<file path="src/rtl/instr_prefetch_pkg.sv">
// Shared B32P fetch constants: instruction/address widths, reset vector and fetch FSM encoding.
package instr_prefetch_pkg;

    localparam int INSTR_W = 32;
    localparam int ADDR_W  = 27;

    localparam logic [ADDR_W-1:0] RESET_ADDR = 27'd0;
    localparam logic [ADDR_W-1:0] PC_ONE     = 27'd1;

    typedef enum logic [1:0] {
        IDLE    = 2'd0,
        REQ     = 2'd1,
        DISCARD = 2'd2
    } fetch_state_e;

    // Sequential PC step; wraps naturally at 2^ADDR_W.
    function automatic logic [ADDR_W-1:0] pc_inc(input logic [ADDR_W-1:0] pc);
        return pc + PC_ONE;
    endfunction

endpackage

</file>
<file path="src/rtl/instr_prefetch_fifo.sv">
// Small synchronous FIFO holding {pc, instruction} pairs; clear empties it in one cycle.
module prefetch_fifo #(
    parameter int DEPTH = 4,
    parameter int WIDTH = 59
) (
    input  logic                       clk,
    input  logic                       reset,
    input  logic                       clear,
    input  logic                       push,
    input  logic                       pop,
    input  logic [WIDTH-1:0]           din,
    output logic [WIDTH-1:0]           dout,
    output logic                       full,
    output logic                       empty,
    output logic [$clog2(DEPTH):0]     count
);

    localparam int PTR_W = $clog2(DEPTH);
    localparam int CNT_W = PTR_W + 1;
    localparam logic [PTR_W-1:0] PTR_ONE = PTR_W'(1'b1);
    localparam logic [CNT_W-1:0] CNT_ONE = CNT_W'(1'b1);

    logic [WIDTH-1:0] mem_r [DEPTH];
    logic [PTR_W-1:0] wr_ptr_r;
    logic [PTR_W-1:0] rd_ptr_r;
    logic [CNT_W-1:0] count_r;

    // Storage array; cleared on reset so the head reads as zero afterwards.
    always_ff @(posedge clk) begin
        if (reset) begin
            for (int i = 0; i < DEPTH; i++) begin
                mem_r[i] <= {WIDTH{1'b0}};
            end
        end else if (push && !clear) begin
            mem_r[wr_ptr_r] <= din;
        end
    end

    // Pointers and occupancy; clear has priority over push and pop.
    always_ff @(posedge clk) begin
        if (reset || clear) begin
            wr_ptr_r <= {PTR_W{1'b0}};
            rd_ptr_r <= {PTR_W{1'b0}};
            count_r  <= {CNT_W{1'b0}};
        end else begin
            if (push) begin
                wr_ptr_r <= wr_ptr_r + PTR_ONE;
            end
            if (pop) begin
                rd_ptr_r <= rd_ptr_r + PTR_ONE;
            end
            case ({push, pop})
                2'b10:   count_r <= count_r + CNT_ONE;
                2'b01:   count_r <= count_r - CNT_ONE;
                default: count_r <= count_r;
            endcase
        end
    end

    assign dout  = mem_r[rd_ptr_r];
    assign count = count_r;
    assign empty = (count_r == {CNT_W{1'b0}});
    assign full  = (count_r == CNT_W'(DEPTH));

endmodule

</file>
<file path="src/rtl/instr_prefetch.sv">
// Instruction prefetcher: runs ahead of the CPU over a single-outstanding req/ack port,
// buffers words with their PCs and restarts cleanly on a flush redirect.
module instr_prefetch
    import instr_prefetch_pkg::*;
#(
    parameter int DEPTH = 4
) (
    input  logic               clk,
    input  logic               reset,
    input  logic               flush,
    input  logic [ADDR_W-1:0]  flush_addr,
    output logic               mem_req,
    output logic [ADDR_W-1:0]  mem_addr,
    input  logic               mem_ack,
    input  logic [INSTR_W-1:0] mem_q,
    output logic               instr_valid,
    output logic [INSTR_W-1:0] instr,
    output logic [ADDR_W-1:0]  instr_pc,
    input  logic               instr_ready
);

    localparam int CNT_W = $clog2(DEPTH) + 1;
    localparam int ENT_W = ADDR_W + INSTR_W;

    fetch_state_e       state_r;
    logic [ADDR_W-1:0]  fetch_pc_r;

    logic               ack_s;
    logic               push_s;
    logic               pop_s;
    logic               fifo_pop_s;
    logic               room_s;
    logic               full_s;
    logic               empty_s;
    logic [CNT_W-1:0]   count_s;
    logic [CNT_W-1:0]   count_next_s;
    logic [ENT_W-1:0]   head_s;

    // Handshake decode and occupancy after this cycle's push/pop.
    always_comb begin
        ack_s        = mem_ack & mem_req;
        pop_s        = instr_ready & ~empty_s;
        fifo_pop_s   = pop_s & ~flush;
        push_s       = ack_s & (state_r == REQ) & ~flush & ~full_s;
        count_next_s = count_s + CNT_W'(push_s) - CNT_W'(fifo_pop_s);
        room_s       = (count_next_s < CNT_W'(DEPTH));
    end

    // Fetch FSM with registered memory-port outputs; flush outranks everything.
    always_ff @(posedge clk) begin
        if (reset) begin
            state_r    <= IDLE;
            fetch_pc_r <= RESET_ADDR;
            mem_req    <= 1'b0;
            mem_addr   <= RESET_ADDR;
        end else if (flush) begin
            fetch_pc_r <= flush_addr;
            mem_req    <= 1'b1;
            if ((state_r == REQ || state_r == DISCARD) && !ack_s) begin
                // Abandoned request still owes an ack; keep its address on the bus.
                state_r <= DISCARD;
            end else begin
                state_r  <= REQ;
                mem_addr <= flush_addr;
            end
        end else begin
            case (state_r)
                IDLE: begin
                    if (room_s) begin
                        state_r  <= REQ;
                        mem_req  <= 1'b1;
                        mem_addr <= fetch_pc_r;
                    end else begin
                        mem_req  <= 1'b0;
                    end
                end
                REQ: begin
                    if (ack_s) begin
                        fetch_pc_r <= pc_inc(fetch_pc_r);
                        if (room_s) begin
                            mem_addr <= pc_inc(fetch_pc_r);
                            mem_req  <= 1'b1;
                        end else begin
                            state_r  <= IDLE;
                            mem_req  <= 1'b0;
                        end
                    end else begin
                        mem_req <= 1'b1;
                    end
                end
                DISCARD: begin
                    if (ack_s) begin
                        state_r  <= REQ;
                        mem_addr <= fetch_pc_r;
                    end else begin
                        state_r  <= DISCARD;
                    end
                    mem_req <= 1'b1;
                end
                default: begin
                    state_r <= IDLE;
                    mem_req <= 1'b0;
                end
            endcase
        end
    end

    prefetch_fifo #(
        .DEPTH (DEPTH),
        .WIDTH (ENT_W)
    ) u_fifo (
        .clk   (clk),
        .reset (reset),
        .clear (flush),
        .push  (push_s),
        .pop   (fifo_pop_s),
        .din   ({fetch_pc_r, mem_q}),
        .dout  (head_s),
        .full  (full_s),
        .empty (empty_s),
        .count (count_s)
    );

    assign instr_valid = ~empty_s;
    assign instr_pc    = head_s[ENT_W-1:INSTR_W];
    assign instr       = head_s[INSTR_W-1:0];

endmodule

</file>
<file path="config.mk">
export PLATFORM = sky130hd
export DESIGN_NAME = instr_prefetch
export DESIGN_NICKNAME = d
export VERILOG_FILES = /design/src/rtl/instr_prefetch_pkg.sv /design/src/rtl/instr_prefetch_fifo.sv /design/src/rtl/instr_prefetch.sv
export SDC_FILE = /design/constraint.sdc
export NUM_CORES = 1
export LEC_CHECK = 0
export ABC_CLOCK_PERIOD_IN_PS = 7550
export BUFFER_PORTS_ARGS = -buffer_cell sky130_fd_sc_hd__buf_4
export CAP_MARGIN = 20
export CORE_UTILIZATION = 45
export CTS_CLUSTER_DIAMETER = 40
export DETAILED_ROUTE_END_ITERATION = 8
export MAX_ROUTING_LAYER = met4
export PLACE_DENSITY = 0.64
export SLEW_MARGIN = 15
export SYNTH_ARGS = -nofsm -noshare
export SYNTH_HDL_FRONTEND = slang
export SYNTH_SLANG_ARGS = --single-unit
</file>
<file path="constraint.sdc">
create_clock -name clk -period 7.55 [get_ports clk]
set_input_delay 1.1325 -clock clk [delete_from_list [all_inputs] [get_ports clk]]
set_output_delay 1.1325 -clock clk [all_outputs]
set_load 0.005 [all_outputs]
</file>
==> out/results.md, run 1 <==
| Item | Reported | Unit |
|:---|:---|:---|
| Status | complete, no violations | - |
| Number of clock sinks | 302 | - |
| Start point of the critical path | flush | - |
| Final-layout worst hold slack | 0.4791 | ns |
| Number of enable-type register cells in the synthesized netlist | 236 | - |
| Critical Path Sink Type | flip-flop | - |
| Die width | 178.2 | µm |
| Cell-by-cell listing of the critical path | buf_4 -> inv_8 -> and3_1 -> ha_1 -> inv_1 -> ha_1 -> nor4bb_1 -> a2111o_1 -> and3_4 -> a21oi_4 -> o21ai_4 -> o41ai_1 | - |
| Global-route usage over all layers | 20.99 | % |
| Met2 GRT Util | 32.17 | % |
| Combined area of all synthesized cells | 0.01397 | mm² |
| Time the final worst path needs with I/O delays and setup | 3.974 | ns |
| Master cell of the clock root buffer | sky130_fd_sc_hd__clkbuf_16 | - |
| Most frequent cell on the critical path | sky130_fd_sc_hd__ha_1 | - |
| # DRC | 0 | - |
| RD Place Congestion | 0.8205 | - |
| DR vias/cell | 5.383 | - |
| Number of I/O pins | 152 | - |
| Worst-path maximum fanout | 65 | - |
| Worst setup path category | input pin to flip-flop | - |
| Leading register cell type out of synthesis | sky130_fd_sc_hd__edfxtp_1 | - |
| Post-synth net total | 1229 | - |
| Met1 track utilization from global routing | 29.21 | % |
| Final cycle utilization of the critical path | 52.64 | % |
| Met3 Use GR | 3.240 | % |
| Gates resized, CTS repair | 0 | - |
| Share of final-layout standard cells stronger than drive strength 1 | 24.44 | % |
| Post-DR wirelength/cell | 18.75 | µm |
| Number of buffer cells added on primary ports | 151 | - |
| Largest net degree at the start of global routing | 85 | - |
| Number of H-tree levels | 2 | - |
| Max Cap Violations | 0 | - |
| Count of non-filler cells in the finished layout | 1701 | - |
| Area after DPL | 0.01530 | mm² |
| Number of rows created at floorplan | 64 | - |
| Number of antenna cells inserted | 0 | - |
| Distinct cells, synth | 67 | - |
| Gate count after technology mapping | 1156 | - |
| Hold-fix buffers, CTS | 0 | - |
| Leading cell type in the layout, fill and taps excluded | sky130_fd_sc_hd__edfxtp_1 | - |
| Slew at the pin closest to its max-slew limit | 1.119 | ns |
| Clock latency at the later pin of the worst-skew pair | 0.53 | ns |
| Area added between synthesis and finish | 20.76 | % |
| Library cell contributing the largest single delay on the critical path | sky130_fd_sc_hd__buf_4 | - |
| Core area | 0.03059 | mm² |
| Critical path data required time | 7.96 | ns |
| Warning count from the yosys run | 0 | - |
| Type of the most critical hold path | flip-flop to flip-flop | - |
| Highest achievable clock rate | 0.2516 | GHz |
| Startpoint type of the worst setup path | input pin | - |
| Number of failing hold endpoints at the final stage | 0 | - |
| Largest stage delay, worst path | 0.54 | ns |
| Finished Cell Area | 0.01687 | mm² |
| Number of slew-limit violations in the final report | 0 | - |
| Setup violators final | 0 | - |
| Worst Hold Launch | mem_addr[24]$_SDFFE_PP0P_ | - |
| Setup total negative slack | 0 | ns |
| Number of global-route vias before repair | 9110 | - |
| Worst clock skew | 0.01567 | ns |
| Share of async-settable or async-resettable flops after synthesis | 0 | % |
| Violation count after the first detailed-routing iteration | 688 | - |
| Synthesized area per cell | 12.09 | µm² |
| TritonRoute pass-1 iters | 5 | - |
| Layer with the highest usage | met2 | - |
| Tightest slew margin relative to the limit | 25.08 | % |
| Setup repair after global routing missed its margin | no | - |
| Final wirelength | 31.90 | mm |
| Buffers from clock root to sink, at most | 3 | - |
| Antenna-violating nets left | 0 | - |
| TritonCTS clock tree | built | - |
| Count of placed standard cells including taps | 1623 | - |
| Die area | 0.03176 | mm² |
| Cts bufs inserted | 42 | - |
| Nets | 1344 | - |
| Clock transition at the register clock pins on the worst setup and hold paths after CTS | 0.06 | ns |
| Sequential fraction of the synthesis area | 60.18 | % |
| DP Wirelength | 18.15 | mm |
| Startpoint of the worst-slack reg-to-reg timing path | u_fifo.count[1]$_SDFFE_PP0P_ | - |
| Initial core utilization | 45.67 | % |
| Number of antenna violations at the first check in global routing | 0 | - |
| Leading cell types in the layout, fill and taps excluded | 236 x sky130_fd_sc_hd__edfxtp_1, 191 x sky130_fd_sc_hd__nor2_1, 160 x sky130_fd_sc_hd__buf_4, 89 x sky130_fd_sc_hd__nand2_1, 83 x sky130_fd_sc_hd__inv_1 | - |
| Flip-flop and latch count after synthesis | 302 | - |
| Arrival time at the worst endpoint | 4.38 | ns |
| First-pass GRT wire length | 50.00 | mm |
| Leftover overflow at the end of global routing | 0 | - |
| Setup bufs post-CTS | 0 | - |
| Power per unit of standard cell area | 264.3 | mW/mm² |
| Number of fill cells in the layout | 2578 | - |
| Die extent in y | 178.2 | µm |
| Via count | 9157 | - |
| VDD IR-drop max | 0.1654 | mV |
| Static Leak | 6.712 | nW |
sequential cells by signal, summed over array words and instances, names as in the netlist, named ones only:
name and cells:
mem_req 1, state_r 2, u_fifo.wr_ptr_r 2, u_fifo.count 3, u_fifo.mem_r 236, u_fifo.rd_ptr_r 2
fetch_pc_r 27, mem_addr 27
worst max-delay path, delay by kind of cell:
kind / cells / cell delay (ns)
buffers and inverters: 3 / 0.80
AOI/OAI and AO/OA: 4 / 1.37
and+or+nand+nor: 3 / 0.61
adders and majority gates: 2 / 0.43
metal layers:
layer  wire length, µm  part of all wire, %
met3              1929                  6.0
met4               686                  2.2
met1             14880                   47
met2             14400                   45
met5                 0                    0
worst paths after layout:
path,to,slack [ns],cells after the start
setup reg to reg,mem_addr[8]$_SDFFE_PP0P_,4.07,11
setup / recovery,mem_addr[8]$_SDFFE_PP0P_,3.58,12
hold / removal,mem_addr[24]$_SDFFE_PP0P_,0.48,2
hold reg to reg,mem_addr[24]$_SDFFE_PP0P_,0.48,2
report_power, final:
group          internal [mW]  switching, mW  total, mW  leakage, nW
logic                  0.158          0.184      0.342         2.97
registers               1.88         0.0529       1.93         2.98
clock network           1.45          0.740       2.19        0.761
total                   3.48          0.977       4.46         6.71
kinds of logic after synthesis:
family,after synthesis,synth area share (%)
flops,302,60.18
fa+ha+maj,9,0.8598
buf+inv,174,5.364
compound gates,117,5.436
mux,73,10.53
xor+xnor,59,3.699
simple gates,422,13.93
cell usage after synthesis (3+ instances only):
cell type / instances / share of area, %
sky130_fd_sc_hd__buf_1: 11 / 0.30
sky130_fd_sc_hd__or2_2: 5 / 0.22
sky130_fd_sc_hd__xnor2_1: 32 / 2.0
sky130_fd_sc_hd__inv_1: 83 / 2.2
sky130_fd_sc_hd__o21ai_0: 36 / 1.3
sky130_fd_sc_hd__nand4_1: 19 / 0.85
sky130_fd_sc_hd__nor2_1: 192 / 5.2
sky130_fd_sc_hd__nor3_1: 5 / 0.18
sky130_fd_sc_hd__buf_2: 8 / 0.29
sky130_fd_sc_hd__a211oi_1: 7 / 0.38
sky130_fd_sc_hd__ha_1: 8 / 0.72
sky130_fd_sc_hd__buf_4: 3 / 0.16
sky130_fd_sc_hd__nand3_1: 29 / 1.0
sky130_fd_sc_hd__a311oi_1: 4 / 0.25
sky130_fd_sc_hd__xor2_1: 27 / 1.7
sky130_fd_sc_hd__clkbuf_8: 4 / 0.39
sky130_fd_sc_hd__mux4_2: 59 / 9.5
sky130_fd_sc_hd__a21oi_1: 25 / 0.90
sky130_fd_sc_hd__mux2i_1: 12 / 0.86
sky130_fd_sc_hd__or3_1: 5 / 0.22
sky130_fd_sc_hd__dfxtp_1: 66 / 9.5
sky130_fd_sc_hd__nand2b_1: 14 / 0.63
sky130_fd_sc_hd__and2_1: 4 / 0.18
sky130_fd_sc_hd__a21boi_0: 14 / 0.75
sky130_fd_sc_hd__clkbuf_1: 59 / 1.6
sky130_fd_sc_hd__a31oi_1: 9 / 0.40
sky130_fd_sc_hd__edfxtp_1: 236 / 51
sky130_fd_sc_hd__and2b_2: 4 / 0.25
sky130_fd_sc_hd__nor2b_1: 6 / 0.27
sky130_fd_sc_hd__o41ai_1: 4 / 0.25
sky130_fd_sc_hd__and3_1: 34 / 1.5
sky130_fd_sc_hd__a211o_1: 3 / 0.19
sky130_fd_sc_hd__nand2_1: 89 / 2.4
final cells by class:
| cell class | count | area, µm² | area share (%) |
|---|---|---|---|
| Sequential cell | 302 | 8413 | 49.87 |
| Multi-Input combinational cell | 680 | 4861 | 28.81 |
| Timing Repair Buffer | 160 | 1201 | 7.120 |
| Clock buffer | 50 | 1124 | 6.660 |
| Tap cell | 396 | 495.5 | 2.937 |
| Clock inverter | 28 | 445.4 | 2.640 |
| Inverter | 85 | 331.6 | 1.965 |
metrics by stage:
| stage | total power, mW | setup slack [ns] | utilization [%] |
|---|---|---|---|
| 2_1_floorplan | 2.155 | 2.556 | - |
| 3_3_place_gp | 2.302 | 3.134 | 50.02 |
| 3_5_place_dp | 2.304 | 3.070 | 50.02 |
| 4_1_cts | 4.497 | 3.579 | 55.15 |
| 5_1_grt | 4.601 | 3.278 | 55.15 |
| 6_report | 4.458 | 3.576 | 55.15 |
(Power assumes the default switching activity.)
==> run 2: changes to the inputs <==
ABC_CLOCK_PERIOD_IN_PS = 3600   (was 7550)
PLACE_DENSITY = 0.66   (was 0.64)
clock period = 3.6 ns   (was 7.55 ns; I/O delays follow)
==> out/results.md, run 2 (synthesis results as in run 1) <==
| Item | Reported | Unit |
|:---|:---|:---|
| Violation count after the first detailed-routing iteration | 682 | - |
| Slew at the pin closest to its max-slew limit | 1.008 | ns |
| Final cycle utilization of the critical path | 94.04 | % |
| Number of rows created at floorplan | 64 | - |
| Share of final-layout standard cells stronger than drive strength 1 | 25.61 | % |
| Tightest slew margin relative to the limit | 32.77 | % |
| Clock transition at the register clock pins on the worst setup and hold paths after CTS | 0.05 | ns |
| Cts bufs inserted | 43 | - |
| Combinational share of power | 8.2 | % |
| TritonCTS clock tree | built | - |
| Number of clock sinks | 302 | - |
| DP Wirelength | 19.38 | mm |
| Number of slew-limit violations in the final report | 0 | - |
| Critical path data required time | 4.02 | ns |
| Hold-fix buffers, CTS | 0 | - |
| Status | complete, no violations | - |
| Leftover overflow at the end of global routing | 0 | - |
| Logic depth of the worst register-to-register path | 11 | - |
| Number of buffer cells added on primary ports | 151 | - |
| Static Leak | 6.730 | nW |
| Number of I/O pins | 152 | - |
| Setup violators final | 0 | - |
| # DRC | 0 | - |
| Type of the most critical hold path | input pin to flip-flop | - |
| Arrival time at the worst endpoint | 3.81 | ns |
| Area added between synthesis and finish | 21.25 | % |
| Die area | 0.03176 | mm² |
| Count of non-filler cells in the finished layout | 1712 | - |
| Internal power | 6.880 | mW |
| Post-placement worst setup slack | 0.2423 | ns |
| Antenna-violating nets left | 0 | - |
| Largest Register | u_fifo.mem_r | - |
| VDD IR-drop max | 0.3196 | mV |
| Highest achievable clock rate | 0.2954 | GHz |
| Startpoint of the worst-slack reg-to-reg timing path | u_fifo.count[1]$_SDFFE_PP0P_ | - |
| Number of global-route vias before repair | 9226 | - |
| Initial core utilization | 45.67 | % |
| Setup repair after global routing missed its margin | no | - |
| Largest net degree at the start of global routing | 85 | - |
| Setup slack on the worst flop-to-flop path | 0.21 | ns |
| Nets | 1356 | - |
| Tot Pwr | 9.004 | mW |
| Setup WS post-layout | 0.2146 | ns |
| Start point of the critical path | u_fifo.count[1]$_SDFFE_PP0P_ | - |
| Post-DR wirelength/cell | 18.84 | µm |
| Worst-path maximum fanout | 19 | - |
| Time the final worst path needs with I/O delays and setup | 3.385 | ns |
| Capture instance of the worst register-to-register path | mem_addr[4]$_SDFFE_PP0P_ | - |
| Number of H-tree levels | 2 | - |
| Via count | 9166 | - |
| Biggest registers after layout | u_fifo.mem_r x236, fetch_pc_r x27, mem_addr x27 | - |
| Share of power burned in registers | 44.9 | % |
| TritonRoute pass-1 iters | 5 | - |
| Global-route usage over all layers | 21.22 | % |
| Clock latency at the later pin of the worst-skew pair | 0.52 | ns |
| Switching power of the nets | 2.124 | mW |
| Number of failing hold endpoints at the final stage | 0 | - |
| Count of placed standard cells including taps | 1634 | - |
| Core area | 0.03059 | mm² |
| DR vias/cell | 5.354 | - |
| Post-Route Utilization | 55.38 | % |
| Gates resized, CTS repair | 0 | - |
| First-pass GRT wire length | 50.38 | mm |
| Die extent in y | 178.2 | µm |
| Finished Cell Area | 0.01694 | mm² |
| Worst clock skew | 0.01657 | ns |
| Leading cell types in the layout, fill and taps excluded | 236 x sky130_fd_sc_hd__edfxtp_1, 191 x sky130_fd_sc_hd__nor2_1, 163 x sky130_fd_sc_hd__buf_4, 89 x sky130_fd_sc_hd__nand2_1, 83 x sky130_fd_sc_hd__inv_1 | - |
| Share of power burned in the clock network | 46.9 | % |
| Critical Path Sink Type | flip-flop | - |
| Setup bufs post-CTS | 0 | - |
| Max Cap Violations | 0 | - |
| Worst setup path category | flip-flop to flip-flop | - |
| Leading cell type in the layout, fill and taps excluded | sky130_fd_sc_hd__edfxtp_1 | - |
| Number of antenna cells inserted | 0 | - |
| Number of antenna violations at the first check in global routing | 0 | - |
| Buffers from clock root to sink, at most | 3 | - |
| RD Place Congestion | 0.8461 | - |
| Master cell of the clock root buffer | sky130_fd_sc_hd__clkbuf_16 | - |
| Last element of the critical path | mem_addr[4]$_SDFFE_PP0P_ | - |
| Final wirelength | 32.25 | mm |
| Die width | 178.2 | µm |
| Number of flip-flops in the largest register | 236 | - |
| Switching part of the total power | 23.59 | % |
| Area after DPL | 0.01548 | mm² |
| Startpoint type of the worst setup path | flip-flop | - |
| Power per unit of standard cell area | 531.5 | mW/mm² |
==> run 2: cell count changes in the layout (fill, tap and decap cells not counted), moves of 3 or more <==
cell,delta
sky130_fd_sc_hd__clkinvlp_4,+6
sky130_fd_sc_hd__buf_4,+3
sky130_fd_sc_hd__inv_6,+3
sky130_fd_sc_hd__inv_8,+3
sky130_fd_sc_hd__clkinv_1,-4
sky130_fd_sc_hd__clkinv_4,+5
sky130_fd_sc_hd__buf_12,+8
sky130_fd_sc_hd__clkbuf_1,-4
sky130_fd_sc_hd__bufinv_16,-6
==> run 2: worst min-delay path by stage <==
stage	startpoint	end	slack, ns	depth (start not counted)
6_report	flush_addr[0]	fetch_pc_r[0]$_SDFFE_PP0P_	0.27	3
5_1_grt	flush_addr[6]	fetch_pc_r[6]$_SDFFE_PP0P_	0.28	3
4_1_cts	flush_addr[0]	fetch_pc_r[0]$_SDFFE_PP0P_	0.25	3
3_5_place_dp	mem_addr[26]$_SDFFE_PP0P_	mem_addr[26]$_SDFFE_PP0P_	0.47	2
3_3_place_gp	mem_addr[15]$_SDFFE_PP0P_	mem_addr[15]$_SDFFE_PP0P_	0.46	2
2_1_floorplan	mem_addr[17]$_SDFFE_PP0P_	mem_addr[17]$_SDFFE_PP0P_	0.47	2
==> run 2: worst max-delay path: stages (launching register included) <==
cell	delay [ns]
sky130_fd_sc_hd__dfxtp_1	0.36
sky130_fd_sc_hd__or3_2	0.51
sky130_fd_sc_hd__and3_1	0.26
sky130_fd_sc_hd__ha_1	0.21
sky130_fd_sc_hd__inv_1	0.05
sky130_fd_sc_hd__ha_1	0.22
sky130_fd_sc_hd__nor4bb_1	0.17
sky130_fd_sc_hd__a2111o_1	0.46
sky130_fd_sc_hd__and3_4	0.17
sky130_fd_sc_hd__a21oi_4	0.26
sky130_fd_sc_hd__o21ai_4	0.25
sky130_fd_sc_hd__o41ai_1	0.37
==> run 2: per-stage QoR <==
stage	hold WS, ns	setup TNS (ns)
after detailed placement	0.4680	0
after global placement	0.4639	0
after CTS	0.2494	0
final	0.2716	0
after global routing	0.2829	0
after floorplan	0.4687	-99.77
==> run 2: power groups by stage <==
stage / clock, mW / combinational, mW / sequential [mW]
detailed placement: 0 / 0.745 / 4.11
global route: 4.45 / 0.805 / 4.06
CTS: 4.29 / 0.748 / 4.04
global placement: 0 / 0.741 / 4.11
floorplan: 0 / 0.449 / 4.07
finish: 4.22 / 0.742 / 4.04
==> run 2: area by class of cell <==
cell class | count | area (µm²)
flip-flops and latches | 302 | 8413
multi-input cells | 680 | 4858
repair buffers | 171 | 1384
fillers | 2583 | 13650
clock buffers | 45 | 1084
clock inverters | 33 | 374.1
well taps | 396 | 495.5
inverters | 85 | 331.6
==> run 2: metal layers <==
metal,routed length [µm],GRT usage [%]
met4,490,4.732
met2,14680,31.84
met5,0,-
met1,14860,30.29
met3,2227,3.602
